==> src/rtl/smp_pkg.sv <==
// Shared types and default widths for the SMP main-memory controller.
package smp_pkg;

   localparam int SMP_ADDR_W = 11;
   localparam int SMP_DATA_W = 16;

   typedef enum logic [2:0] {
      IDLE,
      RD,
      RD_WAIT,
      RSP,
      WR_WAIT
   } mem_ctrl_state_t;

endpackage

==> src/rtl/smp_mem_ctrl_if.sv <==
// Bus-side and memory-side signals of the memory controller.
// The slave modport is the controller's view; master is the environment's view.
interface smp_mem_ctrl_if #(
   parameter int ADDR_W = 11,
   parameter int DATA_W = 16
) ();

   logic              req_vld;
   logic [ADDR_W-1:0] req_addr;
   logic              req_rdy;
   logic              rsp_vld;
   logic [ADDR_W-1:0] rsp_addr;
   logic [DATA_W-1:0] rsp_data;
   logic              wb_vld;
   logic [ADDR_W-1:0] wb_addr;
   logic [DATA_W-1:0] wb_data;
   logic              wb_rdy;
   logic              mem_re;
   logic              mem_we;
   logic [ADDR_W-1:0] mem_addr;
   logic [DATA_W-1:0] mem_wdata;
   logic [DATA_W-1:0] mem_rdata;

   modport slave (
      input  req_vld, req_addr, wb_vld, wb_addr, wb_data, mem_rdata,
      output req_rdy, rsp_vld, rsp_addr, rsp_data, wb_rdy,
             mem_re, mem_we, mem_addr, mem_wdata
   );

   modport master (
      output req_vld, req_addr, wb_vld, wb_addr, wb_data, mem_rdata,
      input  req_rdy, rsp_vld, rsp_addr, rsp_data, wb_rdy,
             mem_re, mem_we, mem_addr, mem_wdata
   );

endinterface

==> src/rtl/smp_wb_fifo.sv <==
// Posted write-back buffer: circular FIFO with a combinational address
// compare over all occupied entries that reports the youngest matching data.
module smp_wb_fifo #(
   parameter int ADDR_W = 11,
   parameter int DATA_W = 16,
   parameter int DEPTH  = 4
) (
   input  logic              clk,
   input  logic              rst,
   input  logic              push_i,
   input  logic [ADDR_W-1:0] push_addr_i,
   input  logic [DATA_W-1:0] push_data_i,
   input  logic              pop_i,
   output logic [ADDR_W-1:0] head_addr_o,
   output logic [DATA_W-1:0] head_data_o,
   output logic              full_o,
   output logic              empty_o,
   input  logic [ADDR_W-1:0] cmp_addr_i,
   output logic              hit_o,
   output logic [DATA_W-1:0] hit_data_o
);

   localparam int PTR_W = $clog2(DEPTH);

   logic [ADDR_W-1:0] addr_q [DEPTH];
   logic [DATA_W-1:0] data_q [DEPTH];
   logic [PTR_W-1:0]  wr_ptr_q;
   logic [PTR_W-1:0]  rd_ptr_q;
   logic [PTR_W:0]    count_q;
   logic [PTR_W-1:0]  age [DEPTH];
   logic [DEPTH-1:0]  match;

   // An entry is live when its distance from the head is below the occupancy.
   generate
      for (genvar gi = 0; gi < DEPTH; gi++) begin : g_cmp
         assign age[gi]   = PTR_W'(gi) - rd_ptr_q;
         assign match[gi] = ({1'b0, age[gi]} < count_q) && (addr_q[gi] == cmp_addr_i);
      end
   endgenerate

   // Walk from oldest to youngest so the last match seen is the youngest write.
   always_comb begin
      logic [PTR_W-1:0] idx;
      idx        = '0;
      hit_o      = 1'b0;
      hit_data_o = '0;
      for (int a = 0; a < DEPTH; a++) begin
         idx = rd_ptr_q + PTR_W'(a);
         if (match[idx]) begin
            hit_o      = 1'b1;
            hit_data_o = data_q[idx];
         end
      end
   end

   // Pointer and occupancy bookkeeping.
   always_ff @(posedge clk) begin
      if (rst) begin
         wr_ptr_q <= '0;
         rd_ptr_q <= '0;
         count_q  <= '0;
      end else begin
         if (push_i) wr_ptr_q <= wr_ptr_q + PTR_W'(1);
         if (pop_i)  rd_ptr_q <= rd_ptr_q + PTR_W'(1);
         case ({push_i, pop_i})
            2'b10:   count_q <= count_q + (PTR_W+1)'(1);
            2'b01:   count_q <= count_q - (PTR_W+1)'(1);
            default: count_q <= count_q;
         endcase
      end
   end

   // Entry storage; contents need no reset because occupancy qualifies them.
   always_ff @(posedge clk) begin
      if (push_i) begin
         addr_q[wr_ptr_q] <= push_addr_i;
         data_q[wr_ptr_q] <= push_data_i;
      end
   end

   assign head_addr_o = addr_q[rd_ptr_q];
   assign head_data_o = data_q[rd_ptr_q];
   assign full_o      = (count_q == (PTR_W+1)'(DEPTH));
   assign empty_o     = (count_q == '0);

endmodule

==> src/rtl/smp_mem_ctrl.sv <==
// Shared main-memory controller: block fills from the snooping bus and posted
// dirty write-backs drained to a fixed-latency single-port memory.
// Build option SMP_WB_FWD_EN: answer fills that hit the write-back buffer
// directly from the youngest matching entry. Without it, a matching fill is
// held off while the buffer drains.
module smp_mem_ctrl
   import smp_pkg::*;
#(
   parameter int ADDR_W   = SMP_ADDR_W,
   parameter int DATA_W   = SMP_DATA_W,
   parameter int WB_DEPTH = 4,
   parameter int MEM_LAT  = 2
) (
   input  logic           clk,
   input  logic           rst,
   smp_mem_ctrl_if.slave  bus
);

   localparam int              CNT_W    = $clog2(MEM_LAT + 1);
   localparam logic [CNT_W-1:0] CNT_LAST = CNT_W'(MEM_LAT - 1);

   mem_ctrl_state_t   state_q, state_d;
   logic [CNT_W-1:0]  cnt_q, cnt_d;
   logic [ADDR_W-1:0] rsp_addr_q, rsp_addr_d;
   logic [DATA_W-1:0] rsp_data_q, rsp_data_d;
   logic [ADDR_W-1:0] mem_addr_q, mem_addr_d;
   logic [DATA_W-1:0] mem_wdata_q, mem_wdata_d;
   logic              mem_we_q, mem_we_d;

   logic              pop;
   logic              full, empty, hit;
   logic [ADDR_W-1:0] head_addr;
   logic [DATA_W-1:0] head_data, hit_data;
   logic              fill_rdy, fill_acc;

   smp_wb_fifo #(
      .ADDR_W (ADDR_W),
      .DATA_W (DATA_W),
      .DEPTH  (WB_DEPTH)
   ) u_wb_fifo (
      .clk         (clk),
      .rst         (rst),
      .push_i      (bus.wb_vld && bus.wb_rdy),
      .push_addr_i (bus.wb_addr),
      .push_data_i (bus.wb_data),
      .pop_i       (pop),
      .head_addr_o (head_addr),
      .head_data_o (head_data),
      .full_o      (full),
      .empty_o     (empty),
      .cmp_addr_i  (bus.req_addr),
      .hit_o       (hit),
      .hit_data_o  (hit_data)
   );

`ifdef SMP_WB_FWD_EN
   assign fill_rdy = (state_q == IDLE) && !full && !rst;
`else
   // A fill that matches a pending write-back must wait for it to reach memory.
   assign fill_rdy = (state_q == IDLE) && !full && !rst && !hit;
   logic unused_hit_data;
   assign unused_hit_data = ^hit_data;
`endif
   assign fill_acc = bus.req_vld && fill_rdy;

   // Next-state and datapath decisions; drains beat fills only when full.
   always_comb begin
      state_d     = state_q;
      cnt_d       = '0;
      pop         = 1'b0;
      mem_we_d    = 1'b0;
      mem_addr_d  = mem_addr_q;
      mem_wdata_d = mem_wdata_q;
      rsp_addr_d  = rsp_addr_q;
      rsp_data_d  = rsp_data_q;
      unique case (state_q)
         IDLE: begin
            if (full || (!fill_acc && !empty)) begin
               pop         = 1'b1;
               mem_we_d    = 1'b1;
               mem_addr_d  = head_addr;
               mem_wdata_d = head_data;
               state_d     = WR_WAIT;
            end else if (fill_acc) begin
               rsp_addr_d = bus.req_addr;
`ifdef SMP_WB_FWD_EN
               if (hit) begin
                  rsp_data_d = hit_data;
                  state_d    = RSP;
               end else begin
                  mem_addr_d = bus.req_addr;
                  state_d    = RD;
               end
`else
               mem_addr_d = bus.req_addr;
               state_d    = RD;
`endif
            end
         end
         RD: state_d = RD_WAIT;
         RD_WAIT: begin
            if (cnt_q == CNT_LAST) begin
               rsp_data_d = bus.mem_rdata;
               state_d    = RSP;
            end else begin
               cnt_d = cnt_q + CNT_W'(1);
            end
         end
         RSP: state_d = IDLE;
         WR_WAIT: begin
            if (cnt_q == CNT_LAST) state_d = IDLE;
            else                   cnt_d   = cnt_q + CNT_W'(1);
         end
         default: state_d = IDLE;
      endcase
   end

   // State and output registers; reset abandons any in-flight read.
   always_ff @(posedge clk) begin
      if (rst) begin
         state_q     <= IDLE;
         cnt_q       <= '0;
         mem_we_q    <= 1'b0;
         mem_addr_q  <= '0;
         mem_wdata_q <= '0;
         rsp_addr_q  <= '0;
         rsp_data_q  <= '0;
      end else begin
         state_q     <= state_d;
         cnt_q       <= cnt_d;
         mem_we_q    <= mem_we_d;
         mem_addr_q  <= mem_addr_d;
         mem_wdata_q <= mem_wdata_d;
         rsp_addr_q  <= rsp_addr_d;
         rsp_data_q  <= rsp_data_d;
      end
   end

   assign bus.req_rdy   = fill_rdy;
   assign bus.wb_rdy    = !full && !rst;
   assign bus.rsp_vld   = (state_q == RSP);
   assign bus.rsp_addr  = rsp_addr_q;
   assign bus.rsp_data  = rsp_data_q;
   assign bus.mem_re    = (state_q == RD);
   assign bus.mem_we    = mem_we_q;
   assign bus.mem_addr  = mem_addr_q;
   assign bus.mem_wdata = mem_wdata_q;

endmodule

==> src/flat_wrapper.sv <==
// flat-port wrapper written by rule: the top's interface ports become plain ports
module smp_mem_ctrl_flat import smp_pkg::*;
#(
   parameter int ADDR_W   = SMP_ADDR_W,
   parameter int DATA_W   = SMP_DATA_W,
   parameter int WB_DEPTH = 4,
   parameter int MEM_LAT  = 2
)
  (clk, rst, bus_req_vld, bus_req_addr, bus_wb_vld, bus_wb_addr, bus_wb_data, bus_mem_rdata, bus_req_rdy, bus_rsp_vld, bus_rsp_addr, bus_rsp_data, bus_wb_rdy, bus_mem_re, bus_mem_we, bus_mem_addr, bus_mem_wdata);
  smp_mem_ctrl_if #(.ADDR_W(ADDR_W), .DATA_W(DATA_W)) bus_i ();
  input  logic clk;
  input  logic rst;
  input wire logic [$bits(bus_i.req_vld)-1:0] bus_req_vld;
  input wire logic [$bits(bus_i.req_addr)-1:0] bus_req_addr;
  input wire logic [$bits(bus_i.wb_vld)-1:0] bus_wb_vld;
  input wire logic [$bits(bus_i.wb_addr)-1:0] bus_wb_addr;
  input wire logic [$bits(bus_i.wb_data)-1:0] bus_wb_data;
  input wire logic [$bits(bus_i.mem_rdata)-1:0] bus_mem_rdata;
  output wire logic [$bits(bus_i.req_rdy)-1:0] bus_req_rdy;
  output wire logic [$bits(bus_i.rsp_vld)-1:0] bus_rsp_vld;
  output wire logic [$bits(bus_i.rsp_addr)-1:0] bus_rsp_addr;
  output wire logic [$bits(bus_i.rsp_data)-1:0] bus_rsp_data;
  output wire logic [$bits(bus_i.wb_rdy)-1:0] bus_wb_rdy;
  output wire logic [$bits(bus_i.mem_re)-1:0] bus_mem_re;
  output wire logic [$bits(bus_i.mem_we)-1:0] bus_mem_we;
  output wire logic [$bits(bus_i.mem_addr)-1:0] bus_mem_addr;
  output wire logic [$bits(bus_i.mem_wdata)-1:0] bus_mem_wdata;
  assign bus_i.req_vld = bus_req_vld;
  assign bus_i.req_addr = bus_req_addr;
  assign bus_i.wb_vld = bus_wb_vld;
  assign bus_i.wb_addr = bus_wb_addr;
  assign bus_i.wb_data = bus_wb_data;
  assign bus_i.mem_rdata = bus_mem_rdata;
  assign bus_req_rdy = bus_i.req_rdy;
  assign bus_rsp_vld = bus_i.rsp_vld;
  assign bus_rsp_addr = bus_i.rsp_addr;
  assign bus_rsp_data = bus_i.rsp_data;
  assign bus_wb_rdy = bus_i.wb_rdy;
  assign bus_mem_re = bus_i.mem_re;
  assign bus_mem_we = bus_i.mem_we;
  assign bus_mem_addr = bus_i.mem_addr;
  assign bus_mem_wdata = bus_i.mem_wdata;
  smp_mem_ctrl #(.ADDR_W(ADDR_W), .DATA_W(DATA_W), .WB_DEPTH(WB_DEPTH), .MEM_LAT(MEM_LAT)) u_core (.clk(clk), .rst(rst), .bus(bus_i));
endmodule
==> config.mk <==
export PLATFORM = sky130hd
export DESIGN_NAME = smp_mem_ctrl_flat
export DESIGN_NICKNAME = d
export VERILOG_FILES = /design/src/rtl/smp_pkg.sv /design/src/rtl/smp_mem_ctrl_if.sv /design/src/rtl/smp_wb_fifo.sv /design/src/rtl/smp_mem_ctrl.sv /design/src/flat_wrapper.sv
export SDC_FILE = /design/constraint.sdc
export NUM_CORES = 1
export LEC_CHECK = 0
export BUFFER_PORTS_ARGS = -buffer_cell sky130_fd_sc_hd__buf_2
export CORE_ASPECT_RATIO = 2
export CORE_MARGIN = 2
export CORE_UTILIZATION = 30
export DETAILED_ROUTE_END_ITERATION = 7
export MAX_ROUTING_LAYER = met4
export PLACE_DENSITY = 0.54
export SYNTH_ARGS = -nofsm -noshare
export SYNTH_HDL_FRONTEND = slang
export SYNTH_SLANG_ARGS = --single-unit
==> constraint.sdc <==
create_clock -name clk -period 4.1 [get_ports clk]
set_clock_uncertainty 0.1 [all_clocks]
set_input_delay 0.41 -clock clk [delete_from_list [all_inputs] [get_ports clk]]
set_output_delay 0.41 -clock clk [all_outputs]
set_load 0.1 [all_outputs]
==> key figures <==
Min path
  • Tightest Hold Check Type: input pin to register

Synthesis
  • Ys async rst share: 0%
  • Synth top cells by count: edfxtp_1 (108), dfxtp_1 (69), nor2_1 (50), xor2_1 (43)
  • Count leader, synth: edfxtp_1
  • Synth unique cells: 42
  • Syn Inst Count: between 500 and 600
  • Synthesized Nets: 588
  • Mapped Avg Cell Area: 14.21 µm²
  • Top cell type's share of synthesized area: 43.98%
  • Post-synth EDFFs: ~110
  • Yosys synthesis warning count: 0
  • Yosys reg bits: roughly 180
  • Post-synth top area cell: edfxtp_1
  • Register area share after synthesis: between 60% and 70%
  • Top_reg_cell synth: edfxtp_1
  • Mapped Area: 7373 µm²
  • Synth area leaders: edfxtp_1 (44%), dfxtp_1 (19%), mux4_2 (8.2%), mux2i_1 (5.3%), xor2_1 (5.1%)

Drt
  • Via count: 4373
  • Post-route ant nets: 0
  • First-pass iteration count of the detailed router: 5
  • Final routed DRC violation total: 0
  • Drt initial violations: 201
  • Post-detailed-route wirelength per cell: 18.21 µm
  • Final wirelength: 16990 µm
  • Vias per cell: 4.687

Power and ir drop
  • Sequential Power Share: 35.3%
  • Comb power frac: 41.6%
  • Int Pwr: 3850 µW
  • Static leakage: 0.003250 µW
  • Total power: 6628 µW
  • Pwr dens: approximately 750 nW/µm²
  • P_sw: between 2000 and 3000 µW
  • Maximum VDD drop: 0.3640 mV
  • Clock share of power: between 20% and 30%
  • Switching Share: 41.91%

Global routing
  • First-pass GRT wire length: 26080 µm
  • Initial antenna violation count: 3
  • Vias in the first global route: 4737
  • GR Util All Layers: 13.94%
  • Total gr overflow: 0
  • Largest net degree at the start of global routing: between 60 and 70

Clocking
  • TritonCTS sink count: about 180
  • Root Driver: clkbuf_16
  • CTS Buffer Depth: 2
  • Clk slew on worst S/H paths: 0.06 ns
  • PostCTS Resize Cnt: 0
  • CTS tree: yes
  • Post-CTS Setup Bufs: 0
  • Latest clock arrival within the worst-skew pair: approximately 0.43 ns
  • CTS buffer count: 17
  • CTS H-tree lvls: 4
  • Hold Buf Count CTS: 0

Setup path
  • Crit path kind: register to register
  • R2r setup slk: 0.57 ns
  • CP endpoint kind: register
  • Startpoint Class: register
  • Critical path fanouts, max: 2
  • Worst EP required: 4.35 ns
  • Critical path arrival: 3.79 ns

Finish
  • Syn-to-layout area delta: 19.36%
  • Final #Nets: between 600 and 700
  • Final core utilization: a little over a third
  • Share of post-route cells with drive strength above 1: 30.47%
  • Cell Count, Final, Fillers Out: 933
  • Fillcell total: 2378

Placement
  • Port Buffers: 116
  • Gp weighted congestion: ~0.83
  • DP HPWL: between 10000 and 15000 µm
  • Dpl cells: 898

Timing
  • Actual slew at the worst max-slew pin: 0.8746 ns
  • Min Tclk post-route: about 3.5 ns
  • # setup viols final: 0
  • Max-slew violations: 0
  • Post-route clock period utilization: 86.18%
  • Max Fclk: 0.2830 GHz
  • Final setup TNS: 0 ns
  • Slew Limit Headroom: 41.69%
  • Unrepaired setup endpoints after global routing: no
  • Final Hold Slack: ~0.09 ns
  • Final Hold Fails: 0

Flow run
  • Max cap viols: 0

Floorplan
  • Core ar.: 24320 µm²
  • Placement row count: between 80 and 90
  • Initial Util: 30.31%
  • I/O pin total: 117
  • Die Y: 225.7 µm
  • Die Width: 114.9 µm
  • Die area: 25920 µm²

Outcome
  • Outcome: complete, no violations
state kept, by name, summed over array words and instances (netlist names), 2 cells and up, named ones only:
signal and flops:
u_core.u_wb_fifo.data_q 64, u_core.u_wb_fifo.addr_q 44, u_core.bus.mem_wdata 16, u_core.bus.rsp_data 16, u_core.bus.mem_addr 11, u_core.bus.rsp_addr 11
u_core.state_q 3, u_core.u_wb_fifo.count_q 3, u_core.cnt_q 2, u_core.u_wb_fifo.rd_ptr_q 2, u_core.u_wb_fifo.wr_ptr_q 2
cell usage in the layout (no fill, tap or decap), drive strengths merged, types with 2 or more instances in the layout:
cell type / Yosys / final
a211oi: 11 / 11
a21oi: 25 / 25
and3: 4 / 4
buf: 18 / 127
bufinv: 0 / 2
clkbuf: 20 / 25
clkinv: 0 / 4
dfxtp: 69 / 69
diode: 0 / 3
edfxtp: 108 / 108
ha: 10 / 10
inv: 9 / 9
mux2i: 39 / 39
mux4: 27 / 27
nand2: 39 / 39
nand2b: 2 / 2
nand3: 2 / 2
nor2: 50 / 50
nor3: 5 / 5
nor4: 11 / 11
o2111ai: 3 / 3
o211ai: 2 / 2
o21ai: 2 / 2
or3: 2 / 2
xnor2: 8 / 8
xor2: 43 / 43
metal layers:
| metal | wire, µm | GRT usage [%] | vias to the layer above |
|---|---|---|---|
| li1 | - | - | 2105 |
| met4 | 399 | 6.180 | 0 |
| met1 | 6043 | 13.26 | 2165 |
| met5 | 0 | - | - |
| met3 | 621 | 3.221 | 20 |
| met2 | 9928 | 26.03 | 83 |
per-stage QoR:
stage	setup WS (ns)	instance area, µm²
after detailed placement	0.3647	8242
after floorplan	0.2073	7373
after CTS	0.5256	8793
final	0.5667	8801
after global routing	0.3804	8801
after global placement	0.3941	8242
worst max-delay path, cell delays in order, from the launching register on:
cell      delay (ns)
edfxtp_1        0.41
xor2_1          0.16
nor4_1          0.67
o211ai_1        0.21
nor4_2          0.34
nor3_4          0.11
a21oi_4         0.18
ha_1            0.19
inv_1           0.07
fa_1            0.43
xor2_1          0.16
or3_1           0.30
a21oi_1         0.13
logic make-up after synthesis:
kind of cell             count (synthesis)  synth area share (%)
flip-flops                             177                 62.72
AND/OR/NAND/NOR                        120                 7.535
multiplexers                            66                 13.54
XOR/XNOR                                51                 6.058
AO/OA/AOI/OAI                           47                 5.142
buffers and inverters                   47                 3.037
adder cells (fa/ha/maj)                 11                 1.968
power groups by stage:
stage / clock network [µW] / registers, µW / logic (µW)
after floorplan: 0 / 3300 / 1370
after global placement: 0 / 2370 / 2760
after detailed placement: 0 / 2380 / 2790
after CTS: 1590 / 2340 / 2800
after global routing: 1660 / 2380 / 2920
final: 1540 / 2340 / 2760
final cells by class:
cell class | instances | area [µm²] | area share [%]
sequential | 177 | 4624 | 52.54
antenna | 3 | 7.507 | 0.08530
clock buffer | 25 | 465.4 | 5.289
clock inverter | 7 | 86.33 | 0.9809
timing repair buffer | 127 | 688.2 | 7.819
tap | 290 | 362.8 | 4.123
inverter | 9 | 33.78 | 0.3838
multi-input combinational | 295 | 2532 | 28.77
final timing paths:
path	depth (start not counted)	end	from
setup / recovery	12	u_core.u_wb_fifo.count_q[2]$_SDFFE_PP0P_	u_core.u_wb_fifo.addr_q[0][5]$_DFFE_PP_
setup reg to reg	12	u_core.u_wb_fifo.count_q[2]$_SDFFE_PP0P_	u_core.u_wb_fifo.addr_q[0][5]$_DFFE_PP_
hold / removal	1	u_core.u_wb_fifo.addr_q[2][6]$_DFFE_PP_	bus_wb_addr[6]
hold reg to reg	1	u_core.cnt_q[0]$_SDFF_PP0_	u_core.cnt_q[0]$_SDFF_PP0_
Power figures use the tool's default switching activity.
